[src/rtl/vga_frame_monitor.sv]
// Passive VGA timing checker: measures hs/vs periods and widths against XGA timing,
// accumulates a per-frame pixel checksum and reports lock and sticky error status.
module vga_frame_monitor #(
  parameter int   H_TOTAL  = 1344,
  parameter int   V_TOTAL  = 806,
  parameter int   HS_WIDTH = 136,
  parameter int   VS_WIDTH = 8064,
  parameter logic SYNC_POL = 1'b1
) (
  input  logic        clk,
  input  logic        rst,
  input  logic        hs,
  input  logic        vs,
  input  logic [3:0]  r,
  input  logic [3:0]  g,
  input  logic [3:0]  b,
  output logic        frame_valid,
  output logic [15:0] frame_sig,
  output logic [15:0] frame_count,
  output logic [15:0] line_len,
  output logic [15:0] lines,
  output logic [3:0]  err,
  output logic        locked
);

  // state     | meaning
  // SYNC_WAIT | idle until the first vs rise
  // MEASURE   | checks active, waiting for one clean frame
  // LOCKED    | checks active, timing matched for a full frame
  typedef enum logic [1:0] {SYNC_WAIT, MEASURE, LOCKED} state_t;

  state_t state, state_nx;

  logic        hs_q, hs_qq, vs_q, vs_qq;
  logic [11:0] pix_q;
  logic        hs_rise, hs_fall, vs_rise, vs_fall;
  logic [15:0] line_cnt, hsw_cnt, vsw_cnt, hs_num, acc;
  logic        have_ref, first_vs, frame_err;
  logic        pend_valid;
  logic [15:0] pend_sig, pend_lines;
  logic        active;
  logic [3:0]  err_now;

  function automatic logic [15:0] sat_inc(input logic [15:0] v);
    return (v == 16'hFFFF) ? v : v + 16'd1;
  endfunction

  assign hs_rise = (hs_q == SYNC_POL) && (hs_qq != SYNC_POL);
  assign hs_fall = (hs_q != SYNC_POL) && (hs_qq == SYNC_POL);
  assign vs_rise = (vs_q == SYNC_POL) && (vs_qq != SYNC_POL);
  assign vs_fall = (vs_q != SYNC_POL) && (vs_qq == SYNC_POL);
  assign active  = (state != SYNC_WAIT);
  assign locked  = (state == LOCKED);

  always_comb begin
    err_now    = 4'b0000;
    err_now[0] = active && hs_rise && have_ref && (line_cnt != 16'(H_TOTAL));
    // a partial hs pulse straddling the SYNC_WAIT exit cannot be measured
    err_now[1] = active && hs_fall && have_ref && (hsw_cnt != 16'(HS_WIDTH));
    err_now[2] = active && vs_rise && !first_vs && (hs_num != 16'(V_TOTAL));
    err_now[3] = active && vs_fall && (vsw_cnt != 16'(VS_WIDTH));
  end

  always_comb begin
    state_nx = state;
    case (state)
      SYNC_WAIT: if (vs_rise) state_nx = MEASURE;
      MEASURE:   if (vs_rise && !frame_err && (err_now == 4'b0000)) state_nx = LOCKED;
      LOCKED:    if (err_now != 4'b0000) state_nx = MEASURE;
      default:   state_nx = SYNC_WAIT;
    endcase
  end

  always_ff @(posedge clk or posedge rst) begin
    if (rst) state <= SYNC_WAIT;
    else     state <= state_nx;
  end

  always_ff @(posedge clk or posedge rst) begin
    if (rst) begin
      hs_q        <= 1'b0;
      hs_qq       <= 1'b0;
      vs_q        <= 1'b0;
      vs_qq       <= 1'b0;
      pix_q       <= 12'h000;
      line_cnt    <= 16'h0000;
      hsw_cnt     <= 16'h0000;
      vsw_cnt     <= 16'h0000;
      hs_num      <= 16'h0000;
      acc         <= 16'h0000;
      have_ref    <= 1'b0;
      first_vs    <= 1'b0;
      frame_err   <= 1'b0;
      pend_valid  <= 1'b0;
      pend_sig    <= 16'h0000;
      pend_lines  <= 16'h0000;
      frame_valid <= 1'b0;
      frame_sig   <= 16'h0000;
      frame_count <= 16'h0000;
      line_len    <= 16'h0000;
      lines       <= 16'h0000;
      err         <= 4'b0000;
    end else begin
      hs_q  <= hs;
      vs_q  <= vs;
      pix_q <= {r, g, b};
      hs_qq <= hs_q;
      vs_qq <= vs_q;

      line_cnt <= hs_rise ? 16'd1 : sat_inc(line_cnt);
      if (hs_rise)                hsw_cnt <= 16'd1;
      else if (hs_q == SYNC_POL)  hsw_cnt <= sat_inc(hsw_cnt);
      if (vs_rise)                vsw_cnt <= 16'd1;
      else if (vs_q == SYNC_POL)  vsw_cnt <= sat_inc(vsw_cnt);

      acc <= acc + {4'h0, pix_q};

      // publish is staged one cycle so frame_* land together with frame_valid
      pend_valid  <= 1'b0;
      frame_valid <= pend_valid;
      if (pend_valid) begin
        frame_sig   <= pend_sig;
        lines       <= pend_lines;
        frame_count <= sat_inc(frame_count);
      end

      err <= err | err_now;

      if (state == SYNC_WAIT) begin
        have_ref <= 1'b0;
        if (vs_rise) begin
          acc       <= {4'h0, pix_q};
          hs_num    <= 16'h0000;
          first_vs  <= 1'b1;
          frame_err <= 1'b0;
        end
      end else begin
        if (hs_rise) begin
          have_ref <= 1'b1;
          if (have_ref) line_len <= line_cnt;
        end
        if (vs_rise) begin
          acc        <= {4'h0, pix_q};
          pend_valid <= 1'b1;
          pend_sig   <= acc;
          pend_lines <= hs_num;
          hs_num     <= hs_rise ? 16'd1 : 16'd0;
          first_vs   <= 1'b0;
          frame_err  <= 1'b0;
        end else begin
          if (hs_rise) hs_num <= sat_inc(hs_num);
          frame_err <= frame_err | (err_now != 4'b0000);
        end
      end
    end
  end

endmodule

[config.mk]
export PLATFORM = sky130hd
export DESIGN_NAME = vga_frame_monitor
export DESIGN_NICKNAME = d
export VERILOG_FILES = /design/src/rtl/vga_frame_monitor.sv
export SDC_FILE = /design/constraint.sdc
export NUM_CORES = 1
export LEC_CHECK = 0
export CAP_MARGIN = 20
export CORE_UTILIZATION = 52
export CTS_CLUSTER_DIAMETER = 40
export CTS_CLUSTER_SIZE = 14
export DETAILED_ROUTE_END_ITERATION = 6
export PLACE_DENSITY_LB_ADDON = 0.2
export SLEW_MARGIN = 10
export SYNTH_ARGS = -nofsm -noshare
export SYNTH_HDL_FRONTEND = slang
export SYNTH_SLANG_ARGS = --single-unit
[constraint.sdc]
create_clock -name clk -period 7.7 [get_ports clk]
set_clock_uncertainty 0.05 [all_clocks]
set_input_delay 2.31 -clock clk [delete_from_list [all_inputs] [get_ports clk]]
set_output_delay 2.31 -clock clk [all_outputs]
set_load 0.1 [all_outputs]
==> results.json <==
{
  "clk_latency_ns": 0.52,
  "synthCells": 792,
  "swShare": 0.377,
  "setup_viol": 0,
  "finalMaxSlewViolations": 0,
  "synth.top_cells.by_area": "dfrtp_1 (56%), mux2_2 (10%), nor2_1 (3.4%)",
  "path_class": "flip-flop to output port",
  "synth_area_per_cell_sq_um": 11.5,
  "clock-root-buffer": "clkbuf_16",
  "synth_most_common_cell": "dfrtp_1",
  "p_switching_mw": 1.50,
  "core_sq_mm": 0.0168,
  "drive_above_1_share": 0.165,
  "cts_tree": "done",
  "fill_cells": 1282,
  "path_clk_slew_ns": 0.06,
  "cp-start-kind": "flip-flop",
  "yosysTopAreaCell": "dfrtp_1",
  "maxCapViolCount": 0,
  "syn_to_final_growth_pct": 22.7,
  "initial_utilization": 0.539,
  "overflow": 0,
  "post_cts_buffers": 0,
  "vias": 6339,
  "pwr-share-clk": 0.322,
  "clockBufferDepth": 3,
  "p_int_mw": 2.48,
  "drt_wl_total_um": 18000,
  "final.min_clock_period_ns": 4.62,
  "rsz0062_at_grt": "false",
  "grt_pass1_wl_um": 31400,
  "outcome": "finished clean",
  "timing_hold_violations_final": 0,
  "p_leak_nw": 4.84,
  "numCtsBuffers": 28,
  "relSlewSlack": 0.238,
  "crit_path_end_kind": "output port",
  "drtPass1Iterations": 5,
  "seq_power_share": 0.354,
  "synth_edf_count": 0,
  "max_slew.worst_pin.slew_ns": 1.14,
  "routabilityCongestion": 0.880,
  "grt_max_degree": 204,
  "synthArstFlopShare": 1.00,
  "ys_ff_latch": 203,
  "crit_fanout": 5,
  "synth-main-ff-cell": "dfrtp_1",
  "critPathArrivalTime_ns": 2.26,
  "crit_path_cell_trace": "nor2b_1, clkdlybuf4s50_1",
  "numPortBuffers": 85,
  "ir_drop_v": 0.000274,
  "p_comb_frac": 0.324,
  "wl_per_cell_um": 15.9,
  "fmax_mhz": 216,
  "hold_buffers": 0,
  "holdCritPathClass": "flip-flop to flip-flop",
  "yosys-top-cells-count": "dfrtp_1 (203), mux2_2 (82), nor2_1 (82)",
  "synth-warning-count": 0,
  "period_share": 0.601,
  "netlist_area_sq_mm": 0.00907,
  "dieArea_sq_mm": 0.0180,
  "stdcell_area_sq_mm": 0.0111,
  "row_count": 47,
  "cts_resized": 0,
  "io_pins": 86,
  "drt_iter0_drc": 342,
  "antenna_cells": 0,
  "antenna_found_initial": 0,
  "grt_usage": 0.212,
  "crit_slowest_cell": "clkdlybuf4s50_1",
  "utilization": 0.662,
  "pwr_density_cell_mw_per_mm2": 358,
  "synth_cell_types": 56,
  "cts.sinks": 203,
  "cp.required_ns": 5.34,
  "drcViolationCount": 0,
  "die_h_um": 134,
  "die_x_um": 134,
  "grt_pass1_vias": 6465,
  "synth_top_area_share": 0.560,
  "dpl.hpwl_um": 11600,
  "drt-vias-per-instance": 5.61,
  "htreeDepth": 1,
  "ant_nets": 0,
  "finalNetCount": 926,
  "ys_seq_area_frac": 0.560,
  "slowest_delay_ns": 1.16,
  "tns_ns": 0,
  "place_area_sq_mm": 0.0102,
  "synth_fp_nets": 830
}
per-layer routing:
metal  track usage  wire, um
met3        0.0306       687
met5             0         0
met1         0.290      8100
met2         0.354      8860
met4        0.0618       329
critical path, delay by kind of cell, from the launching register on:
kind | cells | cell delay, ns
simple gates | 1 | 0.19
buf+inv | 1 | 1.16
flops | 1 | 0.40
area by class of cell:
type                    instances  area (sq um)  area share
clock buffers                  32           757      0.0680
repair buffers                 90           901      0.0810
clock inverters                20           209      0.0188
well taps                     220           275      0.0247
inverters                      20          78.8     0.00708
multi-input cells             545          3830       0.344
flip-flops and latches        203          5080       0.456
through the flow:
stage	setup slack (ns)	hold slack, ns	instances	power [mW]
after floorplan	2.71	0.302	792	2.41
after global placement	3.64	0.401	1078	2.68
after detailed placement	3.63	0.405	1078	2.71
after CTS	3.06	0.419	1130	4.02
after global routing	3.01	0.436	1130	4.18
final	3.08	0.415	1130	3.99
state kept, by name, summed over array words and instances, names as in the netlist, 2 cells and up:
signal / flops
acc: 16
err: 4
frame_count: 16
frame_sig: 16
hs_num: 16
hsw_cnt: 16
line_cnt: 16
line_len: 16
lines: 16
pend_lines: 16
pend_sig: 16
pix_q: 12
state: 2
vsw_cnt: 16
power by group through the flow:
stage	Sequential, mW	Combinational, mW	Clock [mW]
after CTS	1.41	1.30	1.31
after floorplan	1.91	0.500	0
after detailed placement	1.43	1.29	0
final	1.41	1.29	1.28
after global routing	1.44	1.38	1.36
after global placement	1.41	1.26	0
path summary, 6_finish.rpt:
check	start	to	slack [ns]	cells past startpoint
setup / recovery	state[1]	locked	3.08	2
hold / removal	err[2]	err[2]	0.41	1
setup reg to reg	hs_num[1]	hs_num[10]	4.82	7
hold reg to reg	err[2]	err[2]	0.41	1
max in group asynchronous	rst	vsw_cnt[8]	4.31	3
min in group asynchronous	rst	line_cnt[9]	2.37	3
logic make-up (layout without fill, tap and decap cells):
group                    Yosys count  after routing  synth area share
AO/OA/AOI/OAI                    103            103            0.0713
XOR/XNOR                          64             64            0.0618
adder cells (fa/ha/maj)           22             22            0.0312
buffers and inverters             44            162            0.0189
flip-flops                       203            203             0.560
multiplexers                      84             84             0.104
AND/OR/NAND/NOR                  272            272             0.153
cells in the final DEF, fill, tap and decap left out, types with 3 or more instances in the layout:
cell type,count
xnor2_1,34
buf_4,4
nor4_1,5
ha_1,21
nand2b_1,9
o31ai_1,5
nor4b_1,7
and3_1,12
a21o_1,3
nor2_1,81
xor2_1,30
o41ai_1,4
nand2_1,55
clkdlybuf4s50_1,85
and4_1,6
clkinv_4,3
bufinv_16,3
a31oi_1,5
clkinv_2,6
inv_1,19
nor3_1,12
a211oi_1,8
o21ai_0,35
a21oi_1,25
clkinvlp_4,7
dfrtp_1,203
nor3b_1,5
and2_1,7
mux2_2,82
or3_1,3
nand3_1,26
nand4_1,27
clkbuf_16,29
(Power assumes the default switching activity.)
